<file path="config.mk">
export PLATFORM = sky130hd
export DESIGN_NAME = ram_rburst_reader_flat
export DESIGN_NICKNAME = d
export VERILOG_FILES = /design/src/rtl/ram_rd_pkg.sv /design/src/rtl/ram_rburst_reader_if.sv /design/src/rtl/ram_rd_fifo.sv /design/src/rtl/ram_rburst_reader.sv /design/src/flat_wrapper.sv
export SDC_FILE = /design/constraint.sdc
export NUM_CORES = 1
export LEC_CHECK = 0
export CORE_ASPECT_RATIO = 0.5
export CORE_MARGIN = 2
export CORE_UTILIZATION = 35
export DETAILED_ROUTE_END_ITERATION = 7
export DONT_BUFFER_PORTS = 1
export HOLD_SLACK_MARGIN = 0.02
export PLACE_DENSITY = 0.46
export SYNTH_ARGS = -nofsm -noshare
export SYNTH_HDL_FRONTEND = slang
export SYNTH_SLANG_ARGS = --single-unit
</file>
<file path="constraint.sdc">
create_clock -name clk -period 3.1 [get_ports clk]
set_input_delay 0.31 -clock clk [delete_from_list [all_inputs] [get_ports clk]]
set_output_delay 0.31 -clock clk [all_outputs]
set_load 0.05 [all_outputs]
</file>
<file path="src/rtl/ram_rd_pkg.sv">
// Shared types and defaults for the RAM burst read path.
// The FIFO entry struct is the default storage type of the output buffer.
package ram_rd_pkg;

    localparam int ADDR_W_DEF = 4;
    localparam int DATA_W_DEF = 8;

    typedef enum logic [1:0] {
        IDLE,
        RUN,
        DRAIN
    } rd_state_t;

    typedef struct packed {
        logic [DATA_W_DEF-1:0] data;
        logic                  last;
    } rd_entry_t;

endpackage

</file>
<file path="src/rtl/ram_rburst_reader_if.sv">
// Request, RAM read port and output stream of the burst reader.
// The master modport is the reader's view; slave is the RAM/consumer side.
interface ram_rburst_reader_if #(
    parameter int ADDR_W = ram_rd_pkg::ADDR_W_DEF,
    parameter int DATA_W = ram_rd_pkg::DATA_W_DEF
);

    logic              req_valid;
    logic              req_ready;
    logic [ADDR_W-1:0] req_addr;
    logic [ADDR_W-1:0] req_len;
    logic              rd_enb;
    logic [ADDR_W-1:0] rd_addr;
    logic [DATA_W-1:0] rd_data;
    logic              dout_valid;
    logic              dout_ready;
    logic [DATA_W-1:0] dout_data;
    logic              dout_last;
    logic              busy;

    modport master (
        input  req_valid, req_addr, req_len, rd_data, dout_ready,
        output req_ready, rd_enb, rd_addr, dout_valid, dout_data, dout_last, busy
    );

    modport slave (
        output req_valid, req_addr, req_len, rd_data, dout_ready,
        input  req_ready, rd_enb, rd_addr, dout_valid, dout_data, dout_last, busy
    );

endinterface

</file>
<file path="src/rtl/ram_rd_fifo.sv">
// Small synchronous FIFO buffering RAM read data against consumer stalls.
// The writer guarantees it never pushes into a full FIFO.
module ram_rd_fifo
    import ram_rd_pkg::*;
#(
    parameter int  DEPTH   = 4,
    parameter type entry_t = rd_entry_t
) (
    input  logic                   clk,
    input  logic                   rst_n,
    input  logic                   push,
    input  entry_t                 push_data,
    input  logic                   pop,
    output entry_t                 head,
    output logic [$clog2(DEPTH):0] count,
    output logic                   empty
);

    localparam int PTR_W = $clog2(DEPTH);
    localparam int CNT_W = PTR_W + 1;

    entry_t             mem [DEPTH];
    logic [PTR_W-1:0]   wr_ptr;
    logic [PTR_W-1:0]   rd_ptr;
    logic               do_pop;

    assign do_pop = pop && !empty;
    assign empty  = (count == '0);
    assign head   = mem[rd_ptr];

    // NOTE: storage is deliberately not reset; count alone decides which entries are valid.
    always_ff @(posedge clk) begin
        if (push) begin
            mem[wr_ptr] <= push_data;
        end
    end

    // NOTE: sequential state uses non-blocking assignments so every register samples pre-edge values.
    always_ff @(posedge clk or negedge rst_n) begin
        if (!rst_n) begin
            wr_ptr <= '0;
            rd_ptr <= '0;
            count  <= '0;
        end else begin
            if (push) begin
                wr_ptr <= wr_ptr + PTR_W'(1);
            end
            if (do_pop) begin
                rd_ptr <= rd_ptr + PTR_W'(1);
            end
            count <= count + CNT_W'(push) - CNT_W'(do_pop);
        end
    end

endmodule

</file>
<file path="src/rtl/ram_rburst_reader.sv">
// Burst read master: issues one RAM read per beat with address wrap and streams the
// returned data through a credit-controlled FIFO so backpressure never drops a beat.
module ram_rburst_reader
    import ram_rd_pkg::*;
#(
    parameter int ADDR_W     = ADDR_W_DEF,
    parameter int DATA_W     = DATA_W_DEF,
    parameter int FIFO_DEPTH = 4
) (
    input logic                  clk,
    input logic                  rst_n,
    ram_rburst_reader_if.master  bus
);

    localparam int              CNT_W    = $clog2(FIFO_DEPTH) + 1;
    localparam logic [CNT_W-1:0] DEPTH_C  = CNT_W'(FIFO_DEPTH);
    localparam logic [ADDR_W:0]  ONE_BEAT = (ADDR_W + 1)'(1);

    typedef struct packed {
        logic [DATA_W-1:0] data;
        logic              last;
    } beat_t;

    rd_state_t         state_q;
    rd_state_t         state_d;
    logic [ADDR_W-1:0] addr_q;
    logic [ADDR_W:0]   remaining_q;
    logic              inflight_q;
    logic              inflight_last_q;
    logic              rd_enb;
    logic              req_ready;
    logic              issue_last;
    logic              credit_ok;
    logic              pop;
    logic              fifo_empty;
    logic [CNT_W-1:0]  fifo_count;
    logic [CNT_W-1:0]  count_after_pop;
    beat_t             push_beat;
    beat_t             head_beat;

    // A read may issue only if the beat it returns is guaranteed a FIFO slot.
    assign pop             = !fifo_empty && bus.dout_ready;
    assign count_after_pop = fifo_count - CNT_W'(pop);
    assign credit_ok       = (count_after_pop + CNT_W'(inflight_q)) < DEPTH_C;
    assign issue_last      = (remaining_q == ONE_BEAT);

    always_ff @(posedge clk or negedge rst_n) begin
        if (!rst_n) begin
            state_q <= IDLE;
        end else begin
            state_q <= state_d;
        end
    end

    // NOTE: every combinational output gets a default first so no path can infer a latch.
    always_comb begin
        state_d = state_q;
        unique case (state_q)
            IDLE:    if (bus.req_valid) state_d = RUN;
            RUN:     if (rd_enb && issue_last) state_d = DRAIN;
            DRAIN:   if (pop && head_beat.last) state_d = IDLE;
            default: state_d = IDLE;
        endcase
    end

    always_comb begin
        rd_enb    = 1'b0;
        req_ready = 1'b0;
        unique case (state_q)
            IDLE:    req_ready = 1'b1;
            RUN:     rd_enb    = credit_ok;
            default: ;
        endcase
    end

    always_ff @(posedge clk or negedge rst_n) begin
        if (!rst_n) begin
            addr_q          <= '0;
            remaining_q     <= '0;
            inflight_q      <= 1'b0;
            inflight_last_q <= 1'b0;
        end else begin
            inflight_q      <= rd_enb;
            inflight_last_q <= rd_enb && issue_last;
            if (state_q == IDLE && bus.req_valid) begin
                addr_q      <= bus.req_addr;
                remaining_q <= {1'b0, bus.req_len} + ONE_BEAT;
            end else if (rd_enb) begin
                addr_q      <= addr_q + ADDR_W'(1);
                remaining_q <= remaining_q - ONE_BEAT;
            end
        end
    end

    // Read data returns one cycle after rd_enb; reset clears inflight_q so late data is dropped.
    assign push_beat = '{data: bus.rd_data, last: inflight_last_q};

    ram_rd_fifo #(
        .DEPTH   (FIFO_DEPTH),
        .entry_t (beat_t)
    ) u_fifo (
        .clk       (clk),
        .rst_n     (rst_n),
        .push      (inflight_q),
        .push_data (push_beat),
        .pop       (pop),
        .head      (head_beat),
        .count     (fifo_count),
        .empty     (fifo_empty)
    );

    assign bus.req_ready  = req_ready;
    assign bus.busy       = (state_q != IDLE);
    assign bus.rd_enb     = rd_enb;
    assign bus.rd_addr    = addr_q;
    assign bus.dout_valid = !fifo_empty;
    assign bus.dout_data  = fifo_empty ? '0 : head_beat.data;
    assign bus.dout_last  = !fifo_empty && head_beat.last;

endmodule
</file>
<file path="src/flat_wrapper.sv">
// flat-port wrapper written by rule: the top's interface ports become plain ports
module ram_rburst_reader_flat import ram_rd_pkg::*;
#(
    parameter int ADDR_W     = ADDR_W_DEF,
    parameter int DATA_W     = DATA_W_DEF,
    parameter int FIFO_DEPTH = 4
)
  (clk, rst_n, bus_req_valid, bus_req_addr, bus_req_len, bus_rd_data, bus_dout_ready, bus_req_ready, bus_rd_enb, bus_rd_addr, bus_dout_valid, bus_dout_data, bus_dout_last, bus_busy);
  ram_rburst_reader_if #(.ADDR_W(ADDR_W), .DATA_W(DATA_W)) bus_i ();
  input logic clk;
  input logic rst_n;
  input wire logic [$bits(bus_i.req_valid)-1:0] bus_req_valid;
  input wire logic [$bits(bus_i.req_addr)-1:0] bus_req_addr;
  input wire logic [$bits(bus_i.req_len)-1:0] bus_req_len;
  input wire logic [$bits(bus_i.rd_data)-1:0] bus_rd_data;
  input wire logic [$bits(bus_i.dout_ready)-1:0] bus_dout_ready;
  output wire logic [$bits(bus_i.req_ready)-1:0] bus_req_ready;
  output wire logic [$bits(bus_i.rd_enb)-1:0] bus_rd_enb;
  output wire logic [$bits(bus_i.rd_addr)-1:0] bus_rd_addr;
  output wire logic [$bits(bus_i.dout_valid)-1:0] bus_dout_valid;
  output wire logic [$bits(bus_i.dout_data)-1:0] bus_dout_data;
  output wire logic [$bits(bus_i.dout_last)-1:0] bus_dout_last;
  output wire logic [$bits(bus_i.busy)-1:0] bus_busy;
  assign bus_i.req_valid = bus_req_valid;
  assign bus_i.req_addr = bus_req_addr;
  assign bus_i.req_len = bus_req_len;
  assign bus_i.rd_data = bus_rd_data;
  assign bus_i.dout_ready = bus_dout_ready;
  assign bus_req_ready = bus_i.req_ready;
  assign bus_rd_enb = bus_i.rd_enb;
  assign bus_rd_addr = bus_i.rd_addr;
  assign bus_dout_valid = bus_i.dout_valid;
  assign bus_dout_data = bus_i.dout_data;
  assign bus_dout_last = bus_i.dout_last;
  assign bus_busy = bus_i.busy;
  ram_rburst_reader #(.ADDR_W(ADDR_W), .DATA_W(DATA_W), .FIFO_DEPTH(FIFO_DEPTH)) u_core (.clk(clk), .rst_n(rst_n), .bus(bus_i));
endmodule
</file>
### Word-level counts from Yosys, hierarchy flattened

Memories as Yosys holds them, arrays and structs flattened.
Cells that the tools add are included.

| storage, ports and cells | value |
|---|---|
| input port bits | 20 |
| memories kept | 1 |
| logic and storage cells | 50 |
| register bits after elaboration | 20 |
| memory bits (writable) | 36 |
| output and inout port bits | 17 |

| operators by class | value |
|---|---|
| magnitude comparators | 1 |
| reduce and logical (&&, ||, !) cells | 12 |
| $add $sub $neg | 9 |
| multiplexer cells | 13 |
| equality and inequality tests | 6 |

Memory list:

| name | words | bits a word | rd ports | clocked after Yosys merged registers in | write ports | RTL line | source |
|---|---|---|---|---|---|---|---|
| u_core.u_fifo.mem | 4 | 9 | 1 | 0 | 1 | ram_rd_fifo.sv:22 | `entry_t mem [DEPTH];` |

Operator list:

| cell | number |
|---|---|
| two-way mux 5 bit | 2 |
| two-way mux 4 bit | 2 |
| two-way mux 8 bit | 1 |
| adder 3 x 1 -> 3 bit | 2 |
| logical AND 1 bit | 6 |
| two-way mux 2 bit | 3 |
| case mux 2 bit (3 select lines) | 1 |
| subtractor 3 x 1 -> 3 bit | 2 |
| adder 4 x 1 -> 5 bit (second input constant) | 1 |
| == test 5 x 1 -> 1 bit (second input constant) | 1 |
| subtractor 5 x 1 -> 5 bit (second input constant) | 1 |
| adder 2 x 1 -> 2 bit (second input constant) | 2 |
| adder 4 x 1 -> 4 bit (second input constant) | 1 |
| two-way mux 1 bit | 4 |
| inequality test 2 x 1 -> 1 bit (second input constant) | 2 |
| nonzero test 2 bit | 2 |
| logical NOT 3 bit | 1 |
| less-than comparator 3 bit (second input constant) | 1 |
| AND reduction 3 bit | 1 |
| == test 2 x 1 -> 1 bit (second input constant) | 1 |
| == test 2 bit (second input constant) | 1 |
| logical NOT 2 bit | 1 |
| inequality test 2 bit (second input constant) | 1 |
| logical NOT 1 bit | 1 |

### Logic depth before layout (Yosys ltp)

Gate-level depths: netlist (run 1).

| depth | value |
|---|---|
| depth in word-level cells | 10 |
| depth in mapped cells | 10 |
| gate-level depth less buffers | 9 |

### Hierarchy

From an unflattened synthesis (run 1), not the netlist that was laid out.

| unflattened totals | value |
|---|---|
| cells, all modules | 181 |
| area total of the unflattened synthesis | 2,598.7 um2 |

By module, submodules not included:

| module | cells each | instances | seq. area each (um2) | area an instance (um2) |
|---|---|---|---|---|
| ram_rd_fifo | 82 | 1 | 1,256.2 | 1,699.1 |
| ram_rburst_reader | 99 | 1 | 325.3 | 899.6 |

### Worst setup path before layout (run 1)

Ideal clock, no wire load.

| timing path | value |
|---|---|
| path kind | flip-flop to output port |
| start | register u_core.u_fifo.count[1] |
| end | output port bus_rd_enb |
| buffers on the path | 1 |
| data required time | 2,790 ps |
| cell stages (with the launch flop) | 10 |
| arrival time | 2,775 ps |
| path slack | 15 ps |
| path through | dfrtp_1 -> or3_1 -> and2_1 -> ha_1 -> inv_1 -> ha_1 -> a21oi_1 -> xnor2_1 -> buf_2 -> nor2_1 |

| on the way | value |
|---|---|
| longest elaborated chain between the ends | 7 |

Ends and longest elaborated chain:

| element | RTL line | source |
|---|---|---|
| start: declaration | ram_rd_fifo.sv:15 | `output logic [$clog2(DEPTH):0] count,` |
| start signal: assignment | ram_rd_fifo.sv:51 | `count <= count + CNT_W'(push) - CNT_W'(do_pop);` |
| logical NOT 3 bit | ram_rd_fifo.sv:28 | `assign empty = (count == '0);` |
| logical NOT 1 bit | ram_rburst_reader.sv:42 | `assign pop = !fifo_empty && bus.dout_ready;` |
| logical AND 1 bit | ram_rburst_reader.sv:42 |  |
| subtractor 3 x 1 -> 3 bit * | ram_rburst_reader.sv:43 | `assign count_after_pop = fifo_count - CNT_W'(pop);` |
| adder 3 x 1 -> 3 bit * | ram_rburst_reader.sv:44 | `assign credit_ok = (count_after_pop + CNT_W'(inflight_q)) < DEPTH_C;` |
| less-than comparator 3 bit * | ram_rburst_reader.sv:44 |  |
| two-way mux 1 bit * | ram_rburst_reader.sv:69 | `unique case (state_q)` |
| end: declaration | flat_wrapper.sv:18 | `output wire logic [$bits(bus_i.rd_enb)-1:0] bus_rd_enb;` |

Every way passes the cells marked *; elsewhere a longest branch is shown, timed or not.

### Worst setup path after layout (run 1)

Ends and elaborated chain as after synthesis.

==> results of run 1 <==
[how the worst min path moves through the flow]
stage                              end            from  cells after the start
2_1_floorplan    u_core.bus.rd_addr[0]           rst_n                      0
3_3_place_gp     u_core.bus.rd_addr[1]           rst_n                      0
3_5_place_dp     u_core.bus.rd_addr[1]           rst_n                      0
4_1_cts        u_core.u_fifo.mem[1][6]  bus_rd_data[5]                      0
5_1_grt        u_core.u_fifo.mem[3][4]  bus_rd_data[3]                      0
6_report       u_core.u_fifo.mem[3][4]  bus_rd_data[3]                      0
[metal layers]
layer	routed length (um)	share of wire [%]	GRT usage [%]	vias up
li1	-	-	-	670
met1	2250	48	15.7	714
met2	2170	46	21.1	30
met3	234	5.0	3.85	2
met4	27	0.58	4.35	0
met5	0	0	0	-
[placed cells by master (no fill, tap or decap), types with 2 or more instances in the layout]
| cell type | n |
|---|---|
| sky130_fd_sc_hd__o22ai_1 | 3 |
| sky130_fd_sc_hd__mux4_2 | 9 |
| sky130_fd_sc_hd__nor2_1 | 8 |
| sky130_fd_sc_hd__xnor2_1 | 2 |
| sky130_fd_sc_hd__xnor2_2 | 2 |
| sky130_fd_sc_hd__a31oi_1 | 7 |
| sky130_fd_sc_hd__o31ai_1 | 2 |
| sky130_fd_sc_hd__nand3_1 | 7 |
| sky130_fd_sc_hd__o21ai_0 | 6 |
| sky130_fd_sc_hd__buf_4 | 3 |
| sky130_fd_sc_hd__or3_1 | 4 |
| sky130_fd_sc_hd__and2_1 | 15 |
| sky130_fd_sc_hd__inv_1 | 12 |
| sky130_fd_sc_hd__ha_1 | 12 |
| sky130_fd_sc_hd__nand2_1 | 6 |
| sky130_fd_sc_hd__dfrtp_1 | 20 |
| sky130_fd_sc_hd__or4_1 | 3 |
| sky130_fd_sc_hd__edfxtp_1 | 36 |
| sky130_fd_sc_hd__clkbuf_16 | 5 |
| sky130_fd_sc_hd__xor2_1 | 5 |
[sequential cells by signal, indices dropped and copies added, names as in the netlist]
register	cells
u_core.bus.rd_addr	4
u_core.u_fifo.mem	36
u_core.state_q	2
u_core.u_fifo.wr_ptr	2
u_core.inflight_last_q	1
u_core.inflight_q	1
u_core.remaining_q	5
u_core.u_fifo.rd_ptr	2
u_core.u_fifo.count	3
[per-stage QoR]
| stage | cells | area (sq um) | setup slack, ns |
|---|---|---|---|
| CTS | 278 | 2840 | 0.0535 |
| global placement | 269 | 2660 | 0.233 |
| global route | 278 | 2850 | 0.0355 |
| floorplan | 180 | 2550 | 0.0151 |
| finish | 278 | 2850 | 0.208 |
| detailed placement | 269 | 2660 | 0.125 |
[cells by family (layout without fill, tap and decap cells)]
| kind of cell | Yosys count | in the layout | synth area share [%] |
|---|---|---|---|
| buf+inv | 18 | 24 | 2.75 |
| mux | 10 | 10 | 8.34 |
| fa+ha+maj | 13 | 13 | 6.67 |
| simple gates | 50 | 50 | 10.9 |
| xor+xnor | 9 | 9 | 3.39 |
| flops | 56 | 56 | 62.0 |
| compound gates | 24 | 24 | 5.94 |
[worst reg2reg max path, stage by stage (launching register included)]
cell                      delay (ns)
sky130_fd_sc_hd__dfrtp_1        0.44
sky130_fd_sc_hd__or3_1          0.40
sky130_fd_sc_hd__and2_1         0.20
sky130_fd_sc_hd__ha_1           0.25
sky130_fd_sc_hd__inv_1          0.07
sky130_fd_sc_hd__ha_1           0.23
sky130_fd_sc_hd__a21oi_2        0.22
sky130_fd_sc_hd__xnor2_2        0.14
sky130_fd_sc_hd__buf_4          0.20
sky130_fd_sc_hd__or4_1          0.46
sky130_fd_sc_hd__a31oi_1        0.16
[timing repair]
| action | in CTS | in global routing |
|---|---|---|
| endpoints found under the setup margin | 0 | 2 |
| endpoints found under the hold margin | 20 | 0 |
| gates resized for setup | 0 | 2 |
| hold buffers | 1 | 0 |
[area by class of cell]
class,instances,area (sq um)
fillers,642,4010
flip-flops and latches,56,1580
multi-input cells,106,910
clock buffers,6,129
well taps,92,115
inverters,12,45.0
clock inverters,2,38.8
repair buffers,4,32.5
==> impl_summary.md, run 1 <==
Worst setup path
The type of element capturing the critical path is a primary output. The number of cells on the critical path is 9. The critical path in this run is classified as flop to primary output. The required time reported for the critical path endpoint is 2.79 ns. In this run the worst path has a maximum fanout of 6. The delay of the slowest cell on the worst path is 0.44 ns. The end point of the critical path is bus_rd_enb. The startpoint of the most critical register-to-register path is u_core.u_fifo.count[1]. Walking the worst path, the cells encountered are or3_1 -> and2_1 -> ha_1 -> inv_1 -> ha_1 -> a21oi_2 -> xnor2_2 -> nor2_1 -> buf_4. The largest delay contributor family on the critical path is simple AND/OR/NAND/NOR gates. STA puts the critical path data arrival time at 2.58 ns. The most critical setup path has its startpoint at u_core.u_fifo.count[1].

The total buffers and inverters traversed by the critical path is 2. The critical path's most frequent cell is sky130_fd_sc_hd__ha_1. The launching element type of the critical path is a flop.

For the worst flop-to-flop path, the logic depth is 10. The slowest stage of the critical path belongs to the cell sky130_fd_sc_hd__dfrtp_1. In this run the critical register-to-register path is captured at u_core.bus.rd_addr[2]. The worst register-to-register path has a setup slack of 0.27 ns.

Timing
The final cycle utilization of the critical path is 93.3%. The maximum clock skew at final layout is 0.00486 ns. Derived from the worst setup path, the maximum achievable clock frequency is 346 MHz. The number of max-slew violations in the final report is 0. Summed over all failing endpoints, the final setup total negative slack is 0 ns. Setup repair after global routing left no endpoint under its margin. The clock period minus worst slack is 2.89 ns.

For the pin with the worst max-slew slack, the measured transition is 0.960 ns. The worst hold slack is 0.112 ns. The number of failing hold endpoints at the final stage is 0.

The number of failing setup endpoints in the final timing report is 0. Headroom to the max-slew limit came out at 35.8%.

Synthesis
The largest area contributor in the netlist is sky130_fd_sc_hd__edfxtp_1. The average cell area after synthesis is 14.2 sq um. Synthesis instantiated 34 different standard cells from the library.

Counting flops with an async set or reset pin after synthesis yields a share of 35.7%. The leading cell type by number of instances after synthesis is sky130_fd_sc_hd__edfxtp_1. By area the synthesized netlist is led by sky130_fd_sc_hd__edfxtp_1, sky130_fd_sc_hd__dfrtp_1, sky130_fd_sc_hd__mux4_2. In the synthesized netlist, the cells that appear most often are sky130_fd_sc_hd__edfxtp_1, sky130_fd_sc_hd__dfrtp_1, sky130_fd_sc_hd__and2_1.

The synthesized design contains 36 enable-type register cells. Of the synthesized area, sequential elements account for 62.0%. Summed over its instances, the top area cell type makes up 42.4% of the synthesized netlist area. In the synthesized netlist the dominant register cell turns out to be sky130_fd_sc_hd__edfxtp_1. Summing every instance area after synthesis gives 2550 sq um.

After technology mapping, the gate count stands at 180. Synthesis produced a netlist with a net count of 213. The synthesis warning total is 0.

Counting flops and latches in the post-synthesis netlist gives 56.

Clock network
After clock tree synthesis, the clock-pin slew on the worst setup and hold paths is 0.07 ns. The number of sinks on the clock net is 56. The clock passes through at most 2 buffers. CTS placed an instance of sky130_fd_sc_hd__clkbuf_16 at the clock tree root.

The post-CTS setup-driven buffer insertion count is 0. The clock latency reported for the late side of the worst-skew pair is 0.29 ns. The total CTS buffers is 5. The TritonCTS clock tree is yes. The H-tree depth is 2.

Routing
The final routed wire length divided by cell count is 16.9 um. The final layout contains routed wiring with a total length of 4.69 mm. The total via count after detailed routing is 1416. The remaining antenna violation count after routing is 0. In the routed layout, each cell is associated on average with a via count of 5.09.

For this run, design rule violations remaining after detail routing come to 0. The first routing iteration left 116 violations. The first detailed-routing pass took 4 iterations.

Hold path
The type of the most critical hold path is input pin to flop.

Finish
The net count of the finished layout is 218. Of the cells placed in the final design, the portion with a size suffix greater than 1 is 12.9%. Once layout is complete, the utilization of the core stands at 41.6%. From synthesis to final layout, the design area changed by 11.8%. The count of inserted antenna diode cells is 0.

Floorplan
In this run the count of I/O pins placed on the die edge is 37. The number of core rows is 21. The initial standard-cell utilization of the core is 37.2%. After floorplanning, the core was sized to cover 6860 sq um. The die span in y is 64.4 um. The floorplan step defined a die boundary enclosing 8030 sq um. The die is 125 um wide.

Global route
The pin count of the biggest net entering global routing is 21. The initial antenna violation count came to 0. For this run the aggregate overflow at the end of global routing stands at 0.

The number of global-route vias before repair came to 1507. The total track usage is 12.6%. The wire length of the first global-routing pass is 7.80 mm.

Run status
The run finished with clean final reports.

Place
The count of input and output buffers is 0. At the end of routability-driven placement, the weighted congestion stood at 0.800. Detailed placement ended at an HPWL of 3.17 mm.

Run
The tool flagged a number of max-cap violations equal to 0.
Power of run 1 is left out: the tool's default activity adds up to more than one toggle a clock period on the data nets, which glitch-free logic cannot reach.
==> inputs of run 2 (changes only) <==
- CORE_UTILIZATION: 35 -> 62
- PLACE_DENSITY: 0.46 -> 0.75
- SYNTH_HIERARCHICAL: not set -> 1
==> run 2 against run 1 <==
  * Sequential share of layout area shrank 0.34 points
  * Final cell count is 7.9% lower
  * Via count up 2.0%
  * Clock-buffer cell count down 1
  * Highest routed layer unchanged
  * Cell area up 0.61%
  * First-iteration DRC count is 28% lower
  * Synthesized cell count grew 0.56%
  * Critical path depth unchanged
  * Non-clock buffer count is 14 higher
  * Die area fell by 41%
  * Routed wire length down 8.6%
  * Fmax increased by 0.67%
==> impl_summary.md, run 2 <==
Worst setup path
At the worst endpoint, the arrival time is 2.56 ns. In this run the critical register-to-register path is launched from u_core/u_fifo/count[2]. The critical path start-end classification is flop to primary output. At the worst endpoint, the required time is 2.79 ns. In this run the worst setup path begins at u_core/u_fifo/count[2].

The type of element capturing the critical path is a primary output. The worst setup path is launched from a flop. Along the worst path, the maximum fanout reaches 7.

Timing
The setup slack after layout is 0.227 ns. The highest clock frequency the design can meet is 348 MHz. The final total negative setup slack is 0 ns. In the finished design, the share of the clock period the worst path needs comes to 92.7%. The number of failing hold endpoints at the final stage is 0. The worst pin sits at a relative slew slack of 32.0%. Setup repair after global routing left no endpoint under its margin. Setup violations remaining at the end of the flow were counted as 0. The clock period minus worst slack is 2.87 ns. The number of max-slew violations in the final report is 0.

The clock arrives with 0.00699 ns of skew. For the pin with the worst max-slew slack, the measured transition is 1.02 ns.

Finish
The most common library cell in the layout ignoring fill and taps is sky130_fd_sc_hd__edfxtp_1. The register with the most flip-flops in the layout has 36 of them. The largest register by flop count is u_core/u_fifo/mem. The count of cells in the finished layout, fillers not included, comes to 256.

At the end of the flow the core is filled with cells to 72.4%. Compared with the post-synthesis result, the final layout area differs by 10.4%. The count of inserted antenna diode cells is 0. After the last flow step, the layout net total stands at 234. The library cells used most frequently in the layout, excluding fill and tap cells, are sky130_fd_sc_hd__edfxtp_1, sky130_fd_sc_hd__dfrtp_1, sky130_fd_sc_hd__buf_4, sky130_fd_sc_hd__inv_1, sky130_fd_sc_hd__ha_1. The share of layout cells above drive strength 1 is 19.8%. The number of filler cells placed in the layout is 285.

Clock network
The number of sinks on the clock net is 56. No sink is reached through more buffers than the 2 on the longest clock path. The clock-pin slew reported for the worst setup and hold paths after clock tree synthesis is 0.10 ns.

The clock latency reported for the late side of the worst-skew pair is 0.31 ns. CTS built an H-tree with a depth of 2. The TritonCTS clock tree is yes. The total CTS buffers is 5. The root buffer cell chosen for the clock tree is sky130_fd_sc_hd__clkbuf_8.

Place
The final weighted congestion in routability-driven placement is 0.789. At the placement stage, the worst setup path has a slack of 0.411 ns. Detailed placement ended at an HPWL of 2.95 mm. Port buffering added 0 buffers.

Including well taps, the total number of placed cells is 243.

Synthesis
After synthesis the netlist holds a flip-flop and latch count of 56. The number of different library cells in the post-synthesis netlist is 36. The largest area contributor in the netlist is sky130_fd_sc_hd__edfxtp_1. The sequential cell area fraction in the yosys report is 60.9%. The synthesized design contains 36 enable-type register cells. Among all flip-flop cells after synthesis, the most frequent one is sky130_fd_sc_hd__edfxtp_1. The area share of the leading cell type in the synthesized netlist is 41.6%. The net count after synthesis is 214. Sorting the synthesized cells by how often they occur yields sky130_fd_sc_hd__edfxtp_1, sky130_fd_sc_hd__dfrtp_1, sky130_fd_sc_hd__inv_1. A synthesized cell averages 14.4 sq um.

For this run, asynchronously set or reset flops after synthesis account for 35.7%. The synthesis warning total is 6. Yosys instantiated no cell more often than sky130_fd_sc_hd__edfxtp_1. The gate count after technology mapping is 181.

The synthesized area is 2600 sq um. In the post-synthesis netlist, the biggest area contributors are sky130_fd_sc_hd__edfxtp_1, sky130_fd_sc_hd__dfrtp_1, sky130_fd_sc_hd__mux4_2.

Floorplan
The number of core rows is 16. The floorplan step defined a die boundary enclosing 4760 sq um. The region available for standard cell placement spans 3960 sq um. The die span in y is 49.8 um. In this run the horizontal extent of the chip is 95.6 um.

The number of top-level design ports is 37. The initial standard-cell utilization of the core is 65.6%.

Run status
The flow ran to the end, and the final reports show no timing, DRC or antenna violations.

Routing
In this run, the number of DRC markers left after iteration 0 of detailed routing was 84. The first detailed-routing pass ran for 4 iterations. Across all layers, the routed design uses 1445 vias. In this run the remaining antenna-violating nets after routing total 0.

For this block, the routed nets add up to 4.28 mm of wire. The final routed wire length divided by cell count is 16.7 um. Dividing the detail-routed via count by the number of cells gives 5.64. In the routed design, unresolved DRC markers number 0.

Hold path
The launch instance of the worst min-delay path is bus_req_len[0]. The type of the most critical hold path is input pin to flop.

Global route
The first global-routing pass estimated 6.98 mm of wire. The initial antenna violation count is 0. The number of global-route vias before repair is 1499. The pin count of the biggest net entering global routing is 21. Global routing finished with a remaining overflow of 0. The total track usage is 20.4%.

Run
The number of violations of the max-capacitance limit is 0.
==> run 2: cell families after synthesis <==
family                     count (synthesis)  share of synthesized area, %
AOI/OAI and AO/OA                         19                          4.33
xor gates and xnor gates                  12                          4.33
adders and majority gates                 13                          6.55
buffers and inverters                     21                          3.66
DFF                                       56                          60.9
muxes                                     13                          9.53
and+or+nand+nor                           47                          10.7
==> run 2: cell type report <==
cell class                 instances  area [sq um]  area share [%]
timing repair buffer              18           138            4.80
multi-input combinational        104           927            32.3
tap                               54          67.6            2.35
clock inverter                     3          22.5           0.785
inverter                          16          63.8            2.22
sequential                        56          1580            55.1
clock buffer                       5          68.8            2.40
==> run 2: through the flow <==
step / instance area (sq um) / hold WS, ns
after global placement: 2730 / 0.0148
after detailed placement: 2730 / 0.0147
after floorplan: 2600 / 0.0144
after CTS: 2830 / 0.0737
after global routing: 2870 / 0.0739
final: 2870 / 0.0823
==> run 2: timing repair <==
action	in CTS	in global routing
buffers inserted	0	4
endpoints found under the hold margin	20	0
setup endpoints to repair	0	1
gates resized for setup	0	2
hold buffers	1	0
==> run 2: routing by layer <==
layer / vias up / routed length [um] / global-route usage [%]
met1: 714 / 1820 / 24.4
li1: 687 / - / -
met3: 4 / 256 / 6.42
met4: 0 / 43 / 6.43
met5: - / 0 / 0
met2: 40 / 2160 / 35.4
==> run 2: path summary, 6_finish.rpt <==
| kind | endpoint | slack (ns) | cells past startpoint |
|---|---|---|---|
| max | bus_rd_enb | 0.23 | 9 |
| min | u_core/remaining_q[0] | 0.08 | 1 |
| max reg2reg | u_core/remaining_q[3] | 0.30 | 11 |
| min reg2reg | u_core/state_q[0] | 0.50 | 1 |
| max in group asynchronous | u_core/state_q[1] | 1.97 | 1 |
| min in group asynchronous | u_core/bus.rd_addr[0] | 0.57 | 1 |
==> run 2: worst max-delay path: stages (launching register included) <==
cell and delay [ns]:
sky130_fd_sc_hd__dfrtp_1 0.47, sky130_fd_sc_hd__nor3_1 0.27, sky130_fd_sc_hd__nor2b_1 0.13, sky130_fd_sc_hd__ha_1 0.21, sky130_fd_sc_hd__inv_1 0.05, sky130_fd_sc_hd__ha_1 0.26, sky130_fd_sc_hd__inv_1 0.07, sky130_fd_sc_hd__a211oi_1 0.42
sky130_fd_sc_hd__nor2_4 0.14, sky130_fd_sc_hd__clkinvlp_4 0.23
Power of run 2 is left out for the same reason.
